File: src/rtl/bit_serializer_pkg.sv
// Shared definitions for the bit serializer: one-hot state encoding and the
// frame parity helper used to build parity_tag.
package bit_serializer_pkg;

    typedef enum logic [2:0] {
        ST_IDLE  = 3'b001,
        ST_SHIFT = 3'b010,
        ST_GAP   = 3'b100
    } state_t;

    localparam int MAX_WIDTH = 64;

    // The zero count's parity follows from the one count's parity and the word width.
    function automatic logic [1:0] parityTag(input logic [MAX_WIDTH-1:0] word, input int width);
        logic onesOdd;
        onesOdd = ^word;
        return {onesOdd ^ width[0], onesOdd};
    endfunction

endpackage

File: src/rtl/bit_serializer.sv
// Parallel-to-serial front end: takes a WIDTH-bit word over valid/ready and
// emits it one bit per clock with frame markers and a parity tag.
module bit_serializer
    import bit_serializer_pkg::*;
#(
    parameter int WIDTH      = 8,
    parameter bit MSB_FIRST  = 1'b1,
    parameter int GAP_CYCLES = 1
) (
    input  logic             clk,
    input  logic             reset,
    input  logic [WIDTH-1:0] din,
    input  logic             din_valid,
    output logic             din_ready,
    input  logic             flush,
    output logic             dataout,
    output logic             dout_valid,
    output logic             frame_start,
    output logic             frame_end,
    output logic [1:0]       parity_tag,
    output logic             busy
);

    localparam int CW = $clog2(WIDTH);
    localparam int GW = (GAP_CYCLES > 1) ? $clog2(GAP_CYCLES) : 1;
    localparam logic [CW-1:0] CNT_LOAD = CW'(WIDTH - 1);
    localparam logic [GW-1:0] GAP_LOAD = (GAP_CYCLES > 0) ? GW'(GAP_CYCLES - 1) : '0;

    state_t           r_state;
    logic [WIDTH-1:0] r_shift;
    logic [CW-1:0]    r_cnt;
    logic [GW-1:0]    r_gcnt;
    logic             r_dataout;
    logic             r_doutValid;
    logic             r_frameStart;
    logic [1:0]       r_parityTag;

    logic             w_lastBit;
    logic             w_dinReady;
    logic             w_accept;
    logic             w_firstBit;
    logic             w_nextBit;
    logic [WIDTH-1:0] w_loadShift;
    logic [WIDTH-1:0] w_stepShift;

    assign w_lastBit  = (r_state == ST_SHIFT) && (r_cnt == '0);
    assign w_dinReady = !flush && ((r_state == ST_IDLE) || (w_lastBit && (GAP_CYCLES == 0)));
    assign w_accept   = din_valid && w_dinReady;

    // The shift register always holds the bits still to be sent, aligned so the
    // next one sits at the outgoing end.
    assign w_firstBit  = MSB_FIRST ? din[WIDTH-1] : din[0];
    assign w_loadShift = MSB_FIRST ? (din << 1) : (din >> 1);
    assign w_nextBit   = MSB_FIRST ? r_shift[WIDTH-1] : r_shift[0];
    assign w_stepShift = MSB_FIRST ? (r_shift << 1) : (r_shift >> 1);

    // Accept can only win in IDLE or on the last bit with no gap, so it is
    // checked ahead of the per-state behaviour; flush overrides everything.
    always_ff @(posedge clk or posedge reset) begin
        if (reset) begin
            r_state      <= ST_IDLE;
            r_shift      <= '0;
            r_cnt        <= '0;
            r_gcnt       <= '0;
            r_dataout    <= 1'b0;
            r_doutValid  <= 1'b0;
            r_frameStart <= 1'b0;
            r_parityTag  <= 2'b00;
        end else if (flush) begin
            r_state      <= ST_IDLE;
            r_dataout    <= 1'b0;
            r_doutValid  <= 1'b0;
            r_frameStart <= 1'b0;
        end else if (w_accept) begin
            r_state      <= ST_SHIFT;
            r_shift      <= w_loadShift;
            r_cnt        <= CNT_LOAD;
            r_dataout    <= w_firstBit;
            r_doutValid  <= 1'b1;
            r_frameStart <= 1'b1;
            r_parityTag  <= parityTag(MAX_WIDTH'(din), WIDTH);
        end else begin
            case (r_state)
                ST_IDLE: begin
                    r_state <= ST_IDLE;
                end
                ST_SHIFT: begin
                    if (r_cnt != '0) begin
                        r_shift      <= w_stepShift;
                        r_dataout    <= w_nextBit;
                        r_cnt        <= r_cnt - 1'b1;
                        r_frameStart <= 1'b0;
                    end else begin
                        r_state      <= (GAP_CYCLES > 0) ? ST_GAP : ST_IDLE;
                        r_gcnt       <= GAP_LOAD;
                        r_dataout    <= 1'b0;
                        r_doutValid  <= 1'b0;
                        r_frameStart <= 1'b0;
                    end
                end
                ST_GAP: begin
                    if (r_gcnt == '0) begin
                        r_state <= ST_IDLE;
                    end else begin
                        r_gcnt <= r_gcnt - 1'b1;
                    end
                end
                default: begin
                    r_state <= ST_IDLE;
                end
            endcase
        end
    end

    assign din_ready   = w_dinReady;
    assign frame_end   = w_lastBit;
    assign dataout     = r_dataout;
    assign dout_valid  = r_doutValid;
    assign frame_start = r_frameStart;
    assign parity_tag  = r_parityTag;
    assign busy        = (r_state != ST_IDLE);

endmodule
File: config.mk
export PLATFORM = sky130hd
export DESIGN_NAME = bit_serializer
export DESIGN_NICKNAME = d
export VERILOG_FILES = /design/src/rtl/bit_serializer_pkg.sv /design/src/rtl/bit_serializer.sv
export SDC_FILE = /design/constraint.sdc
export NUM_CORES = 1
export LEC_CHECK = 0
export CAP_MARGIN = 20
export CORE_MARGIN = 2
export CORE_UTILIZATION = 35
export DETAILED_ROUTE_END_ITERATION = 16
export GPL_ROUTABILITY_DRIVEN = 0
export PLACE_DENSITY = 0.62
export SETUP_SLACK_MARGIN = 0.05
export SLEW_MARGIN = 10
export SYNTH_ARGS = -nofsm -noshare
export SYNTH_HDL_FRONTEND = slang
export SYNTH_SLANG_ARGS = --single-unit
export TNS_END_PERCENT = 30
File: constraint.sdc
create_clock -name clk -period 5.2 [get_ports clk]
set_input_delay 0.78 -clock clk [delete_from_list [all_inputs] [get_ports clk]]
set_output_delay 0.78 -clock clk [all_outputs]
set_load 0.005 [all_outputs]
==> flow_metrics.env <==
export IMPL_ir_worst_vdd_uv=176.5
export IMPL_synth_area_um2=888.4
export IMPL_cts_tree="yes"
export IMPL_first_iter_violations=10
export IMPL_critPathCaptureType="primary output"
export IMPL_wirelength_um=1636
export IMPL_dieArea_um2=2957
export IMPL_grt_max_degree=18
export IMPL_crit_required_ns=4.42
export IMPL_nets=125
export IMPL_synth_cells=92
export IMPL_critPathArrivalTime_ns=2.26
export IMPL_crit_path_cell_trace="clkdlybuf4s50_1 -> nor4b_2 -> clkdlybuf4s50_1"
export IMPL_syn_num_nets=106
export IMPL_area_growth_pct=25.92
export IMPL_grt_first_pass_wirelength_um=2677
export IMPL_crit_slowest_cell="clkdlybuf4s50_1"
export IMPL_setup_worst_path_start_class="input port"
export IMPL_cts_buffers=3
export IMPL_hold_path_class="reg -> reg"
export IMPL_critical_path_max_stage_delay_ns=0.57
export IMPL_yosysUniqueCellTypes=28
export IMPL_n_antenna_cell=0
export IMPL_synth_mux_area_share_pct=5.634
export IMPL_yosys_warnings=0
export IMPL_drc=0
export IMPL_cts_sinks=17
export IMPL_initial_core_util_pct=36.52
export IMPL_status="finished, final reports clean"
export IMPL_worstMarginPinSlew_ns=0.7251
export IMPL_htreeDepth=1
export IMPL_synth_fa_ha_area_share_pct=2.817
export IMPL_ios=20
export IMPL_fill_cells=242
export IMPL_grt_total_usage_pct=13.16
export IMPL_syn_avg_cell_area_um2=9.656
export IMPL_clkLatencyLatePin_ns=0.29
export IMPL_yosys_area_share_simple_pct=21.69
export IMPL_crit_top_cell="clkdlybuf4s50_1"
export IMPL_grt_overflow=0
export IMPL_maxCapViolCount=0
export IMPL_ant_nets=0
export IMPL_finClkSkew_ns=0.002147
export IMPL_rows=18
export IMPL_ys_seq_area_share_pct=48.03
export IMPL_post_drt_wl_per_cell_um=11.69
export IMPL_cts_hold_buffers=0
export IMPL_viasPerCell=4.871
export IMPL_grt_pass1_vias=617
export IMPL_die_y_um=54.38
export IMPL_min_period_ns=3.044
export IMPL_ys_ff_latch=17
export IMPL_synth_xor_area_share_pct=7.887
export IMPL_dr_total_vias=682
export IMPL_critical_path_max_fanout=9
export IMPL_period_share_pct=58.53
export IMPL_grt_setup_unrepaired="false"
export IMPL_clk_root_buffer_cell="clkbuf_4"
export IMPL_maxSlewViolCount=0
export IMPL_crit_type="in -> out"
export IMPL_clk_pin_slew_worst_paths_ns=0.10
export IMPL_p_total_uw=316.1
export IMPL_setup_viol=0
export IMPL_layout_drive_gt1_share_pct=7.273
export IMPL_firstDrtPassIters=4
export IMPL_io_buffers=19
export IMPL_p_leak_uw=0.0004795
export IMPL_slew_headroom_pct=51.63
export IMPL_cts_path_max_buffers=2
export IMPL_synth_top_family_by_area="simple AND/OR/NAND/NOR gates"
export IMPL_powerDensity_nw_per_um2=282.6
export IMPL_fin_setup_tns_ns=0
export IMPL_post_cts_buffers=0
export IMPL_synth_compound_area_share_pct=9.859
export IMPL_antenna_found_initial=0
export IMPL_finalHoldViolCount=0
export IMPL_die_w_um=54.38
export IMPL_max_freq_mhz=328.6
export IMPL_cts_resized=0
export IMPL_hpwl_um=1235
export IMPL_coreArea_um2=2432
[state kept, by name, indices dropped and copies added (netlist names)]
name	count
dataout	1
dout_valid	1
frame_start	1
parity_tag	1
r_cnt	3
r_shift	7
r_state	3
[synth_stat cells]
master	n	area share [%]
nand2b_1	4	2.8
buf_4	1	0.85
a311oi_1	1	0.99
or3b_4	1	1.3
buf_2	2	1.1
o22ai_1	1	0.70
nand2_1	14	5.9
xnor2_1	8	7.9
dfrtp_1	16	45
nand3_1	2	1.1
inv_1	3	1.3
nor3_2	1	1.1
nor4b_1	1	0.99
clkbuf_1	2	0.85
nor3_1	3	1.7
mux2i_1	5	5.6
dfstp_2	1	3.0
or3_1	1	0.70
nor2_1	5	2.1
o21ai_1	6	3.4
nor2b_1	1	0.70
ha_1	2	2.8
nor4b_2	1	1.7
and2_0	1	0.70
o21ai_0	4	2.3
o21bai_1	1	0.85
nand3b_1	1	0.85
a21oi_1	3	1.7
[path summary, 6_finish.rpt]
path	endpoint	depth (start not counted)	start	slack, ns
max	din_ready	3	flush	2.16
min	r_cnt[0]$_DFFE_PP0P_	1	r_cnt[0]$_DFFE_PP0P_	0.48
max reg2reg	dataout$_DFFE_PP0P_	4	r_state[0]$_DFFE_PP1P_	3.23
min reg2reg	r_cnt[0]$_DFFE_PP0P_	1	r_cnt[0]$_DFFE_PP0P_	0.48
max in group asynchronous	r_shift[3]$_DFFE_PP0P_	2	reset	3.94
min in group asynchronous	frame_start$_DFFE_PP0P_	2	reset	0.86
[per-stage QoR]
step | util [%] | area [um^2] | cells | worst slack [ns] | hold WS, ns
after floorplan | - | 888.4 | 92 | 3.166 | 0.4445
after global placement | 44.86 | 1091 | 136 | 2.191 | 0.4646
after detailed placement | 44.86 | 1091 | 136 | 2.136 | 0.4681
after CTS | 45.99 | 1119 | 140 | 2.133 | 0.4825
after global routing | 45.99 | 1119 | 140 | 2.059 | 0.5232
final | 45.99 | 1119 | 140 | 2.156 | 0.4806
[logic make-up after synthesis]
group                    count (synthesis)
AO/OA/AOI/OAI                           16
XOR/XNOR                                 8
adder cells (fa/ha/maj)                  2
buffers and inverters                    8
flip-flops                              17
multiplexers                             5
AND/OR/NAND/NOR                         36
[layout make-up]
type                       count  area [um^2]  area share (%)
clock buffer                   3        22.52           2.013
clock inverter                 1        5.005          0.4474
inverter                       3        11.26           1.007
multi-input combinational     67        425.4           38.03
sequential                    17        426.7           38.14
tap                           30        37.54           3.356
timing repair buffer          19        190.2           17.00
[report_power, final]
part	internal [uW]	switching [uW]	leakage, uW
registers	153	12.7	0.000202
clock network	28.6	43.4	0.0000177
logic	46.5	32.1	0.000260
[critical path: cells and delay by family]
| family | cells | cell delay (ns) |
|---|---|---|
| AND/OR/NAND/NOR | 1 | 0.35 |
| buffers and inverters | 2 | 1.13 |
[placed cells by master (no fill, tap or decap)]
cell type / instances
nand2_1: 14
dfrtp_1: 16
nor3_1: 3
ha_1: 2
xnor2_1: 8
nor3_2: 1
inv_1: 3
a21oi_1: 3
or3_1: 1
clkbuf_4: 3
dfstp_2: 1
and2_0: 1
o21ai_1: 6
clkdlybuf4s50_1: 19
nand2b_1: 4
mux2i_1: 5
nor4b_2: 1
o21bai_1: 1
a311oi_1: 1
nand3_1: 2
o21ai_0: 4
nand3b_1: 1
nor2_1: 5
o22ai_1: 1
clkinv_2: 1
or3b_4: 1
nor4b_1: 1
nor2b_1: 1
[layer usage]
metal | routed length [um] | share of wire, % | GRT usage [%]
met1 | 749 | 46 | 16.38
met2 | 765 | 47 | 21.29
met3 | 91 | 5.6 | 2.459
met4 | 29 | 1.8 | 7.500
met5 | 0 | 0 | 0
Power figures use the tool's default switching activity.
==> RTL change 1 (same settings) <==
Reset style: synchronous (`reset`), changed in one clocked block.
--- a/src/rtl/bit_serializer.sv
+++ b/src/rtl/bit_serializer.sv
@@ -56,7 +56,7 @@
 
     // Accept can only win in IDLE or on the last bit with no gap, so it is
     // checked ahead of the per-state behaviour; flush overrides everything.
-    always_ff @(posedge clk or posedge reset) begin
+    always_ff @(posedge clk) begin
         if (reset) begin
             r_state      <= ST_IDLE;
             r_shift      <= '0;
Check against the original RTL: differs if reset is asserted again (counterexample within 4 cycles, from zero or initial values and one cycle with reset high); with reset held inactive, the same outputs for 10 cycles.
==> RTL change 1 against the original RTL <==
Synthesized cell count down 4.3%; cell count fell by 5.7%; routed wire length fell by 2.5%; design area shrank 5.7%; worst setup slack gained 0.11 ns; area after synthesis shrank 4.5%; die area shrank 4.2%; sequential cell count unchanged; clock power shrank 5.3%; power shrank 17%; sequential share of layout area is 5.9 points lower; sequential power is 14% lower; via count down 1.3%; combinational power is 32% lower; critical path type unchanged; critical endpoint unchanged.
==> RTL change 1: results <==
[clocking]
root_buffer = clkbuf_4
clk_pin_slew_worst_paths_ns = 0.10
cts_max_level = 1
postCtsSetupBuffers = 0
clock_path_buffers = 2
cts_resized = 0
clkLatencyLatePin_ns = 0.29
numCtsBuffers = 3

[synth]
netlist_instances = 88
yosysUniqueCellTypes = 30
synth-edff-count = 0
ys_top_cells_by_count = dfxtp_1 (17), nor3_1 (13), xnor2_1 (7)
yosys_warnings = 0
synth_nets = 102
async_flop_share = 0
synth_ff_type = dfxtp_1
yosysSeqAreaShare = 0.4012
netlist_top_cells_area = dfxtp_1 (40%), nor3_1 (7.7%), o22ai_2 (7.4%)

[finish]
antenna_cells = 0
drive_gt1_frac = 0.1538
top_regs = r_shift x7, r_cnt x3, r_state x3
nets = 119

[place]
dp.cells = 128
portBuffers = 19
dpl.hpwl_mm = 1.195

[routing]
first_iter_violations = 8
routed_wirelength_mm = 1.595
dr.pass1.iters = 4
routedWlPerCell_microns = 12.08
viasPerCell = 5.098

[power]
p_leak_nw = 0.3655
ir_worst_vdd_mv = 0.1353

[worst_setup_path]
worst-endpoint-arrival_ns = 2.15
crit_path_start = flush
r2r_start = r_state[1]$_SDFFE_PP0P_
cp-endpoint = din_ready
rr_worst_depth = 4
r2r_slack_ns = 3.36
r2r-end = r_cnt[2]$_SDFFE_PP0P_
path_max_fanout = 4

[global_route]
antenna_found_initial = 0
grt_max_degree = 15
track_usage = 0.1418
grt_pass1_wl_mm = 2.856
grt_pass1_vias = 682

[timing]
whs_ns = 0.4611
clock-skew-final_ns = 0.007122
relSlewSlack = 0.6395

[status]
outcome = completed

[min_path]
hold_path_class = register to register
## RTL change 1: cell count changes after synthesis, sizes merged, moves of 2 or more
cell	before	now
dfrtp	16	0
buf	3	5
o21ai	10	0
o22ai	1	5
dfxtp	0	17
nand2	14	5
nor3	4	14
mux2i	5	1
nand2b	4	1
a211oi	0	5
a21oi	3	5
## RTL change 1: cell type report
type | count | area, sq um
clock buffers | 3 | 22.52
clock inverters | 1 | 5.005
well taps | 28 | 35.03
fillers | 235 | 1200
inverters | 3 | 11.26
multi-input cells | 61 | 450.4
flip-flops and latches | 17 | 340.3
repair buffers | 19 | 190.2
## RTL change 1: worst min path at each step
stage	endpoint	cells past startpoint	startpoint
after floorplan	r_cnt[0]$_SDFFE_PP0P_	1	r_cnt[0]$_SDFFE_PP0P_
after global placement	frame_start$_SDFFE_PP0P_	2	frame_start$_SDFFE_PP0P_
after detailed placement	frame_start$_SDFFE_PP0P_	2	frame_start$_SDFFE_PP0P_
after CTS	frame_start$_SDFFE_PP0P_	2	frame_start$_SDFFE_PP0P_
after global routing	frame_start$_SDFFE_PP0P_	2	frame_start$_SDFFE_PP0P_
final	frame_start$_SDFFE_PP0P_	2	frame_start$_SDFFE_PP0P_
## RTL change 1: routing by layer
| layer | vias to the layer above | track usage | part of all wire |
|---|---|---|---|
| met3 | 4 | 0.03672 | 0.072 |
| met2 | 21 | 0.2366 | 0.45 |
| li1 | 344 | - | - |
| met1 | 304 | 0.1684 | 0.46 |
| met4 | 0 | 0.06410 | 0.017 |
| met5 | - | 0 | 0 |
## RTL change 1: cell families after synthesis
family                     synth area share
DFF                                  0.4012
AOI/OAI and AO/OA                    0.1888
xor gates and xnor gates            0.07227
buffers and inverters               0.06784
adders and majority gates           0.02949
muxes                               0.01180
and+or+nand+nor                      0.2286
## RTL change 1: power breakdown
part | switching, mW | internal, mW
clock | 0.0397 | 0.0286
sequential | 0.00453 | 0.137
combinational | 0.0234 | 0.0298
total | 0.0676 | 0.196
## RTL change 1: per-stage QoR
| step | setup WS (ns) | power, mW | cell area [sq um] | util |
|---|---|---|---|---|
| 3_5_place_dp | 2.257 | 0.1987 | 1027 | 0.4556 |
| 4_1_cts | 2.252 | 0.2695 | 1055 | 0.4678 |
| 2_1_floorplan | 3.354 | 0.1787 | 848.3 | - |
| 5_1_grt | 2.206 | 0.2822 | 1055 | 0.4678 |
| 6_report | 2.267 | 0.2634 | 1055 | 0.4678 |
| 3_3_place_gp | 2.303 | 0.1980 | 1027 | 0.4556 |
## RTL change 1: worst max-delay path, cell delays in order
cell	delay, ns
clkdlybuf4s50_1	0.50
nor4b_2	0.32
clkdlybuf4s50_1	0.56
==> RTL change 2 (config.mk and constraints unchanged) <==
Made on the original files. The parameter `MSB_FIRST` goes from 1'b1 to 1'b0.
--- a/src/rtl/bit_serializer.sv
+++ b/src/rtl/bit_serializer.sv
@@ -4,7 +4,7 @@
     import bit_serializer_pkg::*;
 #(
     parameter int WIDTH      = 8,
-    parameter bit MSB_FIRST  = 1'b1,
+    parameter bit MSB_FIRST  = 1'b0,
     parameter int GAP_CYCLES = 1
 ) (
     input  logic             clk,
Check against the original RTL: not equivalent (Yosys sat finds a counterexample within 4 cycles, from zero or initial values and one cycle with reset high).
==> RTL change 2 against the original RTL <==
Global-route usage fell by 0.81 points; sequential cell count did not move; worst setup slack got worse by 0.021 ns; sequential share of layout area fell by 0.42 points; clock power fell by 2%; design area rose by 1.1%; worst hold slack improved by 0.032 ns; combinational power rose by 7.1%; critical path depth did not move; power rose by 0.87%; area after synthesis rose by 2.5%; routed wire length fell by 3.2%; die area rose by 2.3%; register-to-register slack improved by 0.18 ns; largest power group unchanged.
==> RTL change 2: results <==
[finish]
top_regs = r_shift x7, r_cnt x3, r_state x3
n_fill_cell = 260
multi_input_area_sq_um = 416.7
antenna_cells = 0
nets = 125
drive_gt1_frac = 0.1273

[routing]
dr.pass1.iters = 4
routedWlPerCell_microns = 11.31
routed_wirelength_mm = 1.584
first_iter_violations = 4
viasPerCell = 4.686

[synth]
yosys_warnings = 0
muxShareOfSynthArea = 0.01099
ys_top_cells_by_count = dfrtp_1 (16), inv_1 (9), xnor2_1 (8)
yosysUniqueCellTypes = 29
yosysSeqAreaShare = 0.4684
synth_compound_area_frac = 0.1662
async_flop_share = 1.000
synth_fa_ha_area_frac = 0.02747
synth_xor_area_frac = 0.07692
synth_nets = 105
synth_ff_type = dfrtp_1
netlist_instances = 91
netlist_top_cells_area = dfrtp_1 (44%), xnor2_1 (7.7%), a21oi_2 (5.8%)

[power]
p_leak_nw = 0.4935
ir_worst_vdd_mv = 0.1413
power_switching_uw = 87.58

[status]
outcome = completed

[worst_setup_path]
rr_worst_depth = 4
cp_top_family = buffers and inverters
path_max_fanout = 8
slowest_delay_ns = 0.57
r2r_slack_ns = 3.41
slowest_stage = clkdlybuf4s50_1
worst-endpoint-arrival_ns = 2.28

[clocking]
clk_pin_slew_worst_paths_ns = 0.09
root_buffer = clkbuf_4
clock_path_buffers = 2
postCtsSetupBuffers = 0
cts_max_level = 1
clkLatencyLatePin_ns = 0.29
numCtsBuffers = 3
cts_resized = 0

[min_path]
hold_depth = 2
hold_path_class = register to register

[timing]
clock-skew-final_ns = 0.008783
worst_pin_slew_ns = 0.6339

[place]
dp.cells = 136
post_dp_cell_area_sq_mm = 0.001105
portBuffers = 19
dpl.hpwl_mm = 1.206

[global_route]
grt_pass1_wl_mm = 2.691
track_usage = 0.1235
grt_pass1_vias = 634
antenna_found_initial = 0
grt_max_degree = 18
## RTL change 2: changes by cell type in the layout (fill, tap and decap cells not counted), moves of 2 or more
| cell | before | now |
|---|---|---|
| a211oi_1 | 0 | 2 |
| nor3_1 | 3 | 1 |
| mux2i_1 | 5 | 1 |
| a21oi_2 | 0 | 6 |
| o21ai_1 | 6 | 0 |
| o22ai_1 | 1 | 5 |
| inv_1 | 3 | 9 |
| nand2_1 | 14 | 7 |
## RTL change 2: area by class of cell
cell class	instances	share of cell area
clock buffers	4	0.02323
multi-input cells	61	0.3684
inverters	9	0.02987
well taps	30	0.03319
flip-flops and latches	17	0.3772
repair buffers	19	0.1681
## RTL change 2: path summary, 6_finish.rpt
kind / endpoint / start
setup / recovery: din_ready / flush
hold / removal: r_shift[6]$_DFFE_PP0P_ / r_shift[6]$_DFFE_PP0P_
setup reg to reg: r_shift[4]$_DFFE_PP0P_ / r_state[0]$_DFFE_PP1P_
hold reg to reg: r_shift[6]$_DFFE_PP0P_ / r_shift[6]$_DFFE_PP0P_
max in group asynchronous: r_cnt[0]$_DFFE_PP0P_ / reset
min in group asynchronous: dataout$_DFFE_PP0P_ / reset
## RTL change 2: kinds of logic after synthesis
group           count (synthesis)
compound gates                 23
xor+xnor                        8
fa+ha+maj                       2
buf+inv                        13
flops                          17
mux                             1
simple gates                   27
## RTL change 2: power by group through the flow
| stage | registers (mW) | clock network, mW | logic (mW) |
|---|---|---|---|
| finish | 0.164 | 0.0704 | 0.0842 |
| detailed placement | 0.167 | 0 | 0.0856 |
| global route | 0.167 | 0.0783 | 0.0959 |
| floorplan | 0.165 | 0 | 0.0531 |
| global placement | 0.167 | 0 | 0.0846 |
| CTS | 0.165 | 0.0743 | 0.0860 |
## RTL change 2: metal layers
layer  global-route usage  share of wire  vias to the layer above  routed length (microns)
li1                     -              -                      340                        -
met1               0.1647           0.46                      305                      724
met2               0.2024           0.50                        9                      796
met3              0.01613          0.026                        2                       41
met4              0.04878          0.014                        0                       22
met5                    0              0                        -                        0
## RTL change 2: stage by stage
step / setup slack (ns) / hold slack (ns)
4_1_cts: 2.122 / 0.5209
5_1_grt: 2.025 / 0.5427
3_5_place_dp: 2.132 / 0.4983
3_3_place_gp: 2.166 / 0.4908
2_1_floorplan: 3.316 / 0.4654
6_report: 2.135 / 0.5122
## RTL change 2: worst reg2reg max path: stages, from the launching register on
cell,delay (ns)
dfstp_2,0.59
nor4b_2,0.34
nand2_1,0.35
and2_4,0.30
a21oi_2,0.14
